===== src/rtl/mem_seq_pkg.sv =====
// Shared types for the RAM request sequencer: default widths, FSM state
// encoding and the queued request record.
package mem_seq_pkg;

    localparam int MEM_DATA_W = 16;
    localparam int MEM_ADDR_W = 5;

    typedef enum logic [2:0] {
        ST_IDLE,
        ST_WR,
        ST_RD,
        ST_RDW,
        ST_RSP,
        ST_CLR
    } seq_state_t;

    typedef struct packed {
        logic                  write;
        logic [MEM_ADDR_W-1:0] addr;
        logic [MEM_DATA_W-1:0] wdata;
    } mem_req_t;

endpackage


===== src/rtl/mem_seq_fifo.sv =====
// In-order request queue for mem_seq_ctrl. Full and empty are registered
// flags derived from the next-state occupancy count.
module mem_seq_fifo
    import mem_seq_pkg::*;
#(
    parameter type T     = mem_req_t,
    parameter int  DEPTH = 4
) (
    input  logic clk,
    input  logic rst,
    input  logic i_push,
    input  T     i_data,
    input  logic i_pop,
    output T     o_data,
    output logic o_full,
    output logic o_empty
);

    localparam int PW = (DEPTH > 1) ? $clog2(DEPTH) : 1;

    T               r_mem [DEPTH];
    logic [PW-1:0]  r_wr_ptr;
    logic [PW-1:0]  r_rd_ptr;
    logic [PW:0]    r_count;
    logic           r_full;
    logic           r_empty;

    logic           w_push;
    logic           w_pop;
    logic [PW:0]    w_count_nxt;

    assign w_push  = i_push && !r_full;
    assign w_pop   = i_pop && !r_empty;
    assign o_data  = r_mem[r_rd_ptr];
    assign o_full  = r_full;
    assign o_empty = r_empty;

    always_comb begin
        w_count_nxt = r_count;
        case ({w_push, w_pop})
            2'b10:   w_count_nxt = r_count + 1'b1;
            2'b01:   w_count_nxt = r_count - 1'b1;
            default: w_count_nxt = r_count;
        endcase
    end

    // Storage is not reset; only pointers and flags define validity.
    always_ff @(posedge clk) begin
        if (w_push && !rst) begin
            r_mem[r_wr_ptr] <= i_data;
        end
    end

    always_ff @(posedge clk) begin
        if (rst) begin
            r_wr_ptr <= '0;
            r_rd_ptr <= '0;
            r_count  <= '0;
            r_full   <= 1'b0;
            r_empty  <= 1'b1;
        end else begin
            if (w_push) begin
                r_wr_ptr <= r_wr_ptr + 1'b1;
            end
            if (w_pop) begin
                r_rd_ptr <= r_rd_ptr + 1'b1;
            end
            r_count <= w_count_nxt;
            r_full  <= (w_count_nxt == (PW+1)'(DEPTH));
            r_empty <= (w_count_nxt == '0);
        end
    end

endmodule


===== src/rtl/mem_seq_ctrl.sv =====
// Request sequencer in front of the single-port half-duplex RAM.
// Optional bulk clear of the RAM is enabled with MEM_SEQ_CLEAR_EN.
module mem_seq_ctrl
    import mem_seq_pkg::*;
#(
    parameter int DATA_W = MEM_DATA_W,
    parameter int ADDR_W = MEM_ADDR_W,
    parameter int QDEPTH = 4
) (
    input  logic              clk,
    input  logic              rst,
    input  logic              req_valid,
    output logic              req_ready,
    input  logic              req_write,
    input  logic [ADDR_W-1:0] req_addr,
    input  logic [DATA_W-1:0] req_wdata,
    output logic              rsp_valid,
    input  logic              rsp_ready,
    output logic [DATA_W-1:0] rsp_rdata,
    output logic [ADDR_W-1:0] rsp_addr,
    output logic              ram_r_w,
    output logic [ADDR_W-1:0] ram_addr,
    output logic [DATA_W-1:0] ram_d_in,
    input  logic [DATA_W-1:0] ram_d_out
`ifdef MEM_SEQ_CLEAR_EN
    ,
    input  logic              clr_start,
    output logic              clr_busy
`endif
);

    // state   | meaning
    // IDLE    | waiting; pops the queue head when one is present
    // WR      | RAM write in progress; may pop the next request
    // RD      | RAM samples the read address
    // RDW     | RAM d_out valid; captured into the response regs
    // RSP     | response held until rsp_ready
    // CLR     | writing zero to every RAM location (clear build only)

    typedef struct packed {
        logic              write;
        logic [ADDR_W-1:0] addr;
        logic [DATA_W-1:0] wdata;
    } req_t;

    req_t              w_push_data;
    req_t              w_head;
    logic              w_full;
    logic              w_empty;
    logic              w_push;
    logic              w_pop;

    seq_state_t        r_state;
    logic              r_ram_r_w;
    logic [ADDR_W-1:0] r_ram_addr;
    logic [DATA_W-1:0] r_ram_d_in;
    logic              r_rsp_valid;
    logic [DATA_W-1:0] r_rsp_rdata;
    logic [ADDR_W-1:0] r_rsp_addr;

`ifdef MEM_SEQ_CLEAR_EN
    logic              r_clr_busy;
    logic [ADDR_W-1:0] r_clr_cnt;

    assign clr_busy  = r_clr_busy;
    assign req_ready = !rst && !w_full && !r_clr_busy;
`else
    assign req_ready = !rst && !w_full;
`endif

    assign w_push_data = {req_write, req_addr, req_wdata};
    assign w_push      = req_valid && req_ready;
    assign w_pop       = ((r_state == ST_IDLE) || (r_state == ST_WR)) && !w_empty;

    assign ram_r_w   = r_ram_r_w;
    assign ram_addr  = r_ram_addr;
    assign ram_d_in  = r_ram_d_in;
    assign rsp_valid = r_rsp_valid;
    assign rsp_rdata = r_rsp_rdata;
    assign rsp_addr  = r_rsp_addr;

    mem_seq_fifo #(
        .T     (req_t),
        .DEPTH (QDEPTH)
    ) u_fifo (
        .clk     (clk),
        .rst     (rst),
        .i_push  (w_push),
        .i_data  (w_push_data),
        .i_pop   (w_pop),
        .o_data  (w_head),
        .o_full  (w_full),
        .o_empty (w_empty)
    );

    always_ff @(posedge clk) begin
        if (rst) begin
            r_state     <= ST_IDLE;
            r_ram_r_w   <= 1'b0;
            r_ram_addr  <= '0;
            r_ram_d_in  <= '0;
            r_rsp_valid <= 1'b0;
            r_rsp_rdata <= '0;
            r_rsp_addr  <= '0;
`ifdef MEM_SEQ_CLEAR_EN
            r_clr_busy  <= 1'b0;
            r_clr_cnt   <= '0;
`endif
        end else begin
            case (r_state)
                ST_IDLE, ST_WR: begin
                    if (!w_empty) begin
                        r_ram_addr <= w_head.addr;
                        if (w_head.write) begin
                            r_ram_d_in <= w_head.wdata;
                            r_ram_r_w  <= 1'b1;
                            r_state    <= ST_WR;
                        end else begin
                            r_ram_r_w  <= 1'b0;
                            r_state    <= ST_RD;
                        end
                    end
`ifdef MEM_SEQ_CLEAR_EN
                    else if ((r_state == ST_IDLE) && clr_start) begin
                        r_ram_addr <= '0;
                        r_ram_d_in <= '0;
                        r_ram_r_w  <= 1'b1;
                        r_clr_busy <= 1'b1;
                        r_clr_cnt  <= '1;
                        r_state    <= ST_CLR;
                    end
`endif
                    else begin
                        r_ram_r_w <= 1'b0;
                        r_state   <= ST_IDLE;
                    end
                end
                ST_RD: begin
                    r_state <= ST_RDW;
                end
                ST_RDW: begin
                    r_rsp_rdata <= ram_d_out;
                    r_rsp_addr  <= r_ram_addr;
                    r_rsp_valid <= 1'b1;
                    r_state     <= ST_RSP;
                end
                // Returning through IDLE keeps the pop off the handshake edge.
                ST_RSP: begin
                    if (rsp_ready) begin
                        r_rsp_valid <= 1'b0;
                        r_state     <= ST_IDLE;
                    end
                end
`ifdef MEM_SEQ_CLEAR_EN
                ST_CLR: begin
                    if (r_clr_cnt == '0) begin
                        r_ram_r_w  <= 1'b0;
                        r_clr_busy <= 1'b0;
                        r_state    <= ST_IDLE;
                    end else begin
                        r_clr_cnt  <= r_clr_cnt - 1'b1;
                        r_ram_addr <= r_ram_addr + 1'b1;
                    end
                end
`endif
                default: begin
                    r_ram_r_w <= 1'b0;
                    r_state   <= ST_IDLE;
                end
            endcase
        end
    end

endmodule


===== config.mk =====
export PLATFORM = sky130hd
export DESIGN_NAME = mem_seq_ctrl
export DESIGN_NICKNAME = d
export VERILOG_FILES = /design/src/rtl/mem_seq_pkg.sv /design/src/rtl/mem_seq_fifo.sv /design/src/rtl/mem_seq_ctrl.sv
export SDC_FILE = /design/constraint.sdc
export NUM_CORES = 1
export LEC_CHECK = 0
export BUFFER_PORTS_ARGS = -buffer_cell sky130_fd_sc_hd__buf_2
export CORE_MARGIN = 4
export CORE_UTILIZATION = 50
export CTS_CLUSTER_DIAMETER = 80
export DETAILED_ROUTE_END_ITERATION = 10
export HOLD_SLACK_MARGIN = 0.15
export PLACE_DENSITY = 0.7
export RECOVER_POWER = 100
export SYNTH_ARGS = -nofsm -noshare
export SYNTH_HDL_FRONTEND = slang
export SYNTH_HIERARCHICAL = 1
export SYNTH_SLANG_ARGS = --single-unit

===== constraint.sdc =====
create_clock -name clk -period 3.4 [get_ports clk]
set_input_delay 0.68 -clock clk [delete_from_list [all_inputs] [get_ports clk]]
set_output_delay 0.68 -clock clk [all_outputs]
set_load 0.02 [all_outputs]

==> flow_metrics.tcl, run 1 <==
set metrics [dict create \
    status "finished, violations left" \
    violations "capacitance limit, slew limit" \
    cp.arrival_ns 2.85 \
    antenna-diode-count 0 \
    synthToLayoutAreaGrowth_pct 17.6 \
    drive_gt1_share_pct 16.3 \
    grt_use_total_pct 17.0 \
    min_from "ram_d_out[11]" \
    yosys_register_bits 146 \
    layout.nets 519 \
    initial_utilization_pct 51.8 \
    clockRootBuffer "clkbuf_8" \
    wirelength_mm 10.1 \
    combPwrFrac_pct 11.5 \
    chipWidth_um 112 \
    ys_types 36 \
    ys_async_sr_fraction_pct 0 \
    maxCapViolations 3 \
    clock_latency_ns 0.50 \
    cp.required_ns 3.50 \
    via_per_inst 5.19 \
    cp-endpoint "u_fifo/r_mem[0][1]" \
    cp-end-kind "flip-flop" \
    antenna_violating_nets_post_route 0 \
    rows 37 \
    timing.final.crit_share_pct 81.0 \
    drc 0 \
    slew_headroom_pct -21.6 \
    cts_setup_buffers 0 \
    wl_per_cell_um 16.4 \
    grt_pass1_vias 3277 \
    stdcell_area_um2 6380 \
    cts_buffer_depth 2 \
    rsz0062_at_grt "false" \
    synth_area_um2 5420 \
    synth_edf_count 88 \
    pwr-share-seq_pct 49.0 \
    p_sw_uw 1030 \
    r2r_end "u_fifo/r_mem[0][1]" \
    final.min_clock_period_ns 2.75 \
    grt_max_degree 59 \
    slew_viol_final 63 \
    overflow 0 \
    hold_path_class "input port to flip-flop" \
    tns_ns 0 \
    finalSetupViolCount 0 \
    syn-num-nets 425 \
    clkTransAtPathRegs_ns 0.06 \
    worst_pin_slew_ns 1.82 \
    worst-r2r-cell-count 7 \
    reg2reg_from "u_fifo/o_full" \
    ctsHoldBuffers 0 \
    internal-power_uw 3110 \
    grt_pass1_wl_mm 16.8 \
    clock_sinks 146 \
    layout_common_cells "88 x edfxtp_1, 76 x nand2_1, 72 x clkbuf_1" \
    cp-startpoint "u_fifo/o_full" \
    tritoncts "built" \
    design.die.area_um2 12600 \
    drt_iter0_drc 137 \
    place_area_um2 5970 \
    dr.pass1.iters 4 \
    power_density_nw_per_um2 649 \
    dieHeight_um 112 \
    p_clk_share_pct 39.5 \
    final-hold-violation-count 0 \
    fin_cells 620 \
    peakVddDrop_v 0.000321 \
    cts_buffers 17 \
    max_freq_mhz 363 \
    num_vias 3219 \
    syn_area_per_cell_um2 14.4 \
    power.leakage_uw 0.00207 \
    core-area_um2 10500 \
    syn_inst 377 \
    synth.area.top_cells "edfxtp_1 49%, dfxtp_1 21%, mux4_2 9.1%, nand2_1 5.3%, a21oi_1 4.2%" \
    place_congestion 0.741 \
    placedCellCount 588 \
    synth_flop_cell "edfxtp_1" \
    swShare_pct 24.8 \
    path_max_fanout 22 \
    synth_top_area_share_pct 48.7 \
    dp_hpwl_mm 6.30 \
    crit_type "flip-flop to flip-flop" \
    yosysSeqAreaShare_pct 70.1 \
    yosysTopAreaCell "edfxtp_1" \
    fin_skew_ns 0.00603 \
    ios 87 \
    layout_commonest_cell "edfxtp_1" \
    critPathLaunchType "flip-flop" \
    cts.htree.levels 4 \
    ys_warn_count 6 \
    reg2reg_slack_ns 0.65 \
    cts_resized 0 \
    antenna_found_initial 0 \
    port_buffers 86 \
    p_total_uw 4140 \
]
[critical path, cell delays in order, from the launching register on]
cell and delay, ns:
dfxtp_1 0.31, nor2_1 0.13, and2_1 0.13, nor2b_1 0.23, inv_1 0.11, nor2_1 0.18, and2_1 0.15, clkbuf_1 1.11
[stage by stage]
stage                     hold WS, ns  setup slack [ns]  util, %
final                           0.420             0.648     61.0
after global routing            0.411             0.278     61.0
after CTS                       0.362             0.718     62.1
after detailed placement        0.445             0.587     57.0
after global placement          0.438             0.615     57.0
after floorplan                 0.469             0.552        -
[area by class of cell]
class                      instances  area [µm²]
timing repair buffer              94         388
fill                             828        4080
clock buffer                      17         414
inverter                           8        30.0
sequential                       146        3800
multi-input combinational        204        1450
tap                              136         170
clock inverter                    15         120
[state kept, by name, summed over array words and instances, names as in the netlist, named ones only]
| register | count |
|---|---|
| u_fifo/o_empty | 1 |
| u_fifo/r_count | 3 |
| ram_addr | 5 |
| rsp_rdata | 16 |
| u_fifo/r_mem | 88 |
| r_state | 3 |
| ram_r_w | 1 |
| rsp_addr | 5 |
| u_fifo/o_full | 1 |
| u_fifo/r_wr_ptr | 2 |
| ram_d_in | 16 |
| u_fifo/r_rd_ptr | 2 |
| rsp_valid | 1 |
[kinds of logic after synthesis]
kind of cell / after synthesis / share of synthesized area, %
flops: 146 / 70.1
simple gates: 116 / 9.94
compound gates: 50 / 4.80
buf+inv: 27 / 2.74
mux: 27 / 10.1
fa+ha+maj: 6 / 1.52
xor+xnor: 5 / 0.808
[layer usage]
layer	global-route usage [%]	wire, µm
met2	28.0	4970
met5	0	0
met3	4.20	521
met4	5.53	53
met1	22.4	4600
[cell usage after synthesis, types with 4 or more instances]
master,count
a21oi_1,45
and2_1,5
buf_2,5
buf_6,4
clkbuf_1,8
dfxtp_1,58
edfxtp_1,88
ha_1,5
inv_1,8
mux2i_1,5
mux4_2,22
nand2_1,76
nor2_1,14
nor2b_1,4
nor3_1,4
[worst min-delay path by stage]
stage	endpoint	slack, ns	cells past startpoint
2_1_floorplan	u_fifo/r_wr_ptr[1]	0.47	2
3_3_place_gp	rsp_addr[0]	0.44	2
3_5_place_dp	rsp_rdata[13]	0.44	2
4_1_cts	u_fifo/r_mem[1][8]	0.36	1
5_1_grt	rsp_rdata[10]	0.41	3
6_report	rsp_rdata[11]	0.42	3
[power by group through the flow]
stage          Clock (µW)  Sequential (µW)  Combinational [µW]
2_1_floorplan           0             2100                 322
3_3_place_gp            0             2060                 489
3_5_place_dp            0             2070                 500
4_1_cts              1670             2030                 505
5_1_grt              1770             2040                 534
6_report             1640             2030                 477
No activity file was read; power rests on OpenSTA's default activity.
==> run 2, diff against run 1 <==
--- a/config.mk
+++ b/config.mk
@@ -5,13 +5,14 @@
 export SDC_FILE = /design/constraint.sdc
 export NUM_CORES = 1
 export LEC_CHECK = 0
+export ABC_AREA = 1
 export BUFFER_PORTS_ARGS = -buffer_cell sky130_fd_sc_hd__buf_2
 export CORE_MARGIN = 4
 export CORE_UTILIZATION = 50
 export CTS_CLUSTER_DIAMETER = 80
 export DETAILED_ROUTE_END_ITERATION = 10
 export HOLD_SLACK_MARGIN = 0.15
-export PLACE_DENSITY = 0.7
+export PLACE_DENSITY = 0.72
 export RECOVER_POWER = 100
 export SYNTH_ARGS = -nofsm -noshare
 export SYNTH_HDL_FRONTEND = slang
==> constraint.sdc (replaced) <==
create_clock -name clk -period 2.4 [get_ports clk]
set_input_delay 0.48 -clock clk [delete_from_list [all_inputs] [get_ports clk]]
set_output_delay 0.48 -clock clk [all_outputs]
set_load 0.02 [all_outputs]
==> run 2 against run 1 <==
Compared with the run above: the flow now finishes without violations; die area increased by 2.8%; flip-flop and latch count unchanged; clock skew rose by 0.0027 ns; critical endpoint is now u_fifo/o_empty.
==> flow_metrics.tcl, run 2 <==
set metrics [dict create \
    wirelength_mm 11.2 \
    regMostFlops "u_fifo/r_mem" \
    clock_latency_ns 0.51 \
    cts_resized 0 \
    grtUsageMet2_pct 28.4 \
    status "complete, no violations" \
    yosysMostFrequentCell "nor2_1" \
    ys_types 31 \
    slew_viol_final 0 \
    rows 38 \
    initial_utilization_pct 51.3 \
    hold_path_class "input port to flip-flop" \
    ys_async_sr_fraction_pct 0 \
    grt_pass1_vias 3780 \
    core-area_um2 10900 \
    num_vias 3846 \
    dp_hpwl_mm 7.21 \
    place_area_um2 6070 \
    fin_cells 741 \
    cts.htree.levels 4 \
    clockRootBuffer "clkbuf_8" \
    power.leakage_uw 0.00253 \
    largest_reg_flops 88 \
    r2r_end "u_fifo/o_empty" \
    cp.required_ns 2.80 \
    drive_gt1_share_pct 19.1 \
    tritoncts "built" \
    layout_common_cells "108 x nor2_1, 88 x edfxtp_1, 64 x buf_2" \
    worst-r2r-cell-count 14 \
    reg2reg_from "u_fifo/o_empty" \
    via_per_inst 5.19 \
    synthTopCellsByCount "108 x nor2_1, 88 x edfxtp_1, 58 x dfxtp_1, 56 x o21ai_0, 33 x nand2_1" \
    final-hold-violation-count 0 \
    place_congestion 0.757 \
    design.die.area_um2 12900 \
    synthAdderAreaFrac_pct 1.48 \
    power_density_nw_per_um2 883 \
    grt_max_degree 45 \
    ctsHoldBuffers 0 \
    grt_use_total_pct 18.0 \
    syn_area_per_cell_um2 11.2 \
    reg2reg_slack_ns 0.23 \
    synth-simple-area-share_pct 13.0 \
    cts_buffer_depth 2 \
    synth_compound_area_share_pct 11.5 \
    antenna_found_initial 0 \
    rsz0062_at_grt "true" \
    stdcell_area_um2 6610 \
    top_usage_layer "met2" \
    layout_commonest_cell "nor2_1" \
    post-place-ws_ns 0.0580 \
    port_buffers 86 \
    synth_top_area_share_pct 47.3 \
    synth_top_family_by_area "simple AND/OR/NAND/NOR gates" \
    cp-end-kind "flip-flop" \
    synth.area.top_cells "edfxtp_1 47%, dfxtp_1 21%, nor2_1 7.3%, o21ai_0 5.0%, o22ai_1 2.5%" \
    syn_inst 497 \
    clock_sinks 146 \
    synthMuxAreaShare_pct 0 \
    drc 0 \
    timing.final.ws_setup_ns 0.226 \
    slew_headroom_pct 53.7 \
    fin_skew_ns 0.00874 \
    finalSetupViolCount 0 \
    dieHeight_um 114 \
    synth_area_um2 5590 \
    critPathLaunchType "flip-flop" \
    grt_pass1_wl_mm 18.1 \
    final.min_clock_period_ns 2.17 \
    layout.nets 636 \
    drt_iter0_drc 251 \
    clkTransAtPathRegs_ns 0.06 \
    cts_setup_buffers 0 \
    placedCellCount 709 \
    ios 87 \
    cp.arrival_ns 2.58 \
    yosysSeqAreaShare_pct 68.1 \
    antenna-diode-count 0 \
    overflow 0 \
    maxCapViolations 0 \
    antenna_violating_nets_post_route 0 \
    synth_edf_count 88 \
    cp-startpoint "u_fifo/o_empty" \
    peakVddDrop_v 0.000506 \
    cp-endpoint "u_fifo/o_empty" \
    fillers 855 \
    crit_type "flip-flop to flip-flop" \
    max_freq_mhz 460 \
    synth_flop_cell "edfxtp_1" \
    ys_warn_count 6 \
    tns_ns 0 \
    chipWidth_um 114 \
    timing.final.crit_share_pct 90.6 \
    path_max_fanout 7 \
    yosys_register_bits 146 \
    dr.pass1.iters 5 \
    synth_xor_area_share_pct 0.157 \
    p_total_uw 5840 \
    cts_buffers 17 \
    synthToLayoutAreaGrowth_pct 18.4 \
    worst_pin_slew_ns 0.693 \
    yosysTopAreaCell "edfxtp_1" \
    syn-num-nets 545 \
    grt_use_met1_pct 23.0 \
    wl_per_cell_um 15.1 \
    grt_use_met3_pct 5.25 \
]
run 2: cells by family (layout without fill, tap and decap cells):
| group | Yosys count | in the layout |
|---|---|---|
| buffers and inverters | 51 | 155 |
| adders and majority gates | 6 | 6 |
| AOI/OAI and AO/OA | 121 | 121 |
| and+or+nand+nor | 172 | 172 |
| xor gates and xnor gates | 1 | 1 |
| DFF | 146 | 146 |
run 2: layout make-up:
type / count / area (µm²) / share of cell area, %
Clock buffer: 29 / 556 / 8.40
Clock inverter: 3 / 15.0 / 0.227
Inverter: 27 / 111 / 1.68
Multi-Input combinational cell: 300 / 1460 / 22.1
Sequential cell: 146 / 3800 / 57.5
Tap cell: 140 / 175 / 2.65
Timing Repair Buffer: 96 / 490 / 7.42
run 2: worst min-delay path by stage:
stage	endpoint	cells past startpoint	startpoint	slack (ns)
floorplan	flip-flop	1	u_fifo/r_rd_ptr[0]	0.44
global placement	ram_d_in[9]	2	ram_d_in[9]	0.45
detailed placement	ram_d_in[10]	2	ram_d_in[10]	0.45
CTS	u_fifo/r_mem[3][6]	1	req_wdata[6]	0.16
global route	u_fifo/r_mem[3][3]	1	req_wdata[3]	0.21
finish	rsp_rdata[15]	3	ram_d_out[15]	0.22
run 2: report_power, final:
part           internal (µW)  total (µW)  switching, µW
sequential              2760        2820           61.4
clock                   1540        2450            908
combinational            184         576            392
run 2: critical path, cell delays in order (launching register included):
cell and delay, ns:
dfxtp_1 0.46, inv_1 0.11, nand2_4 0.12, inv_4 0.06, inv_1 0.09, nor2_4 0.05, ha_1 0.20, inv_1 0.09
fa_1 0.42, o21ai_0 0.15, inv_1 0.07, nand2_1 0.08, inv_1 0.04, nand3_1 0.06, nand2_1 0.05
run 2: metrics by stage:
step	hold slack [ns]	utilization, %
floorplan	0.444	-
global placement	0.447	55.7
detailed placement	0.450	55.7
CTS	0.158	61.0
global route	0.207	60.7
finish	0.219	60.7
run 2: routing by layer:
layer	wire, µm	up-vias	share of wire [%]
li1	-	1904	-
met1	5120	1819	46
met2	5210	113	46
met3	736	10	6.6
met4	144	0	1.3
met5	0	-	0
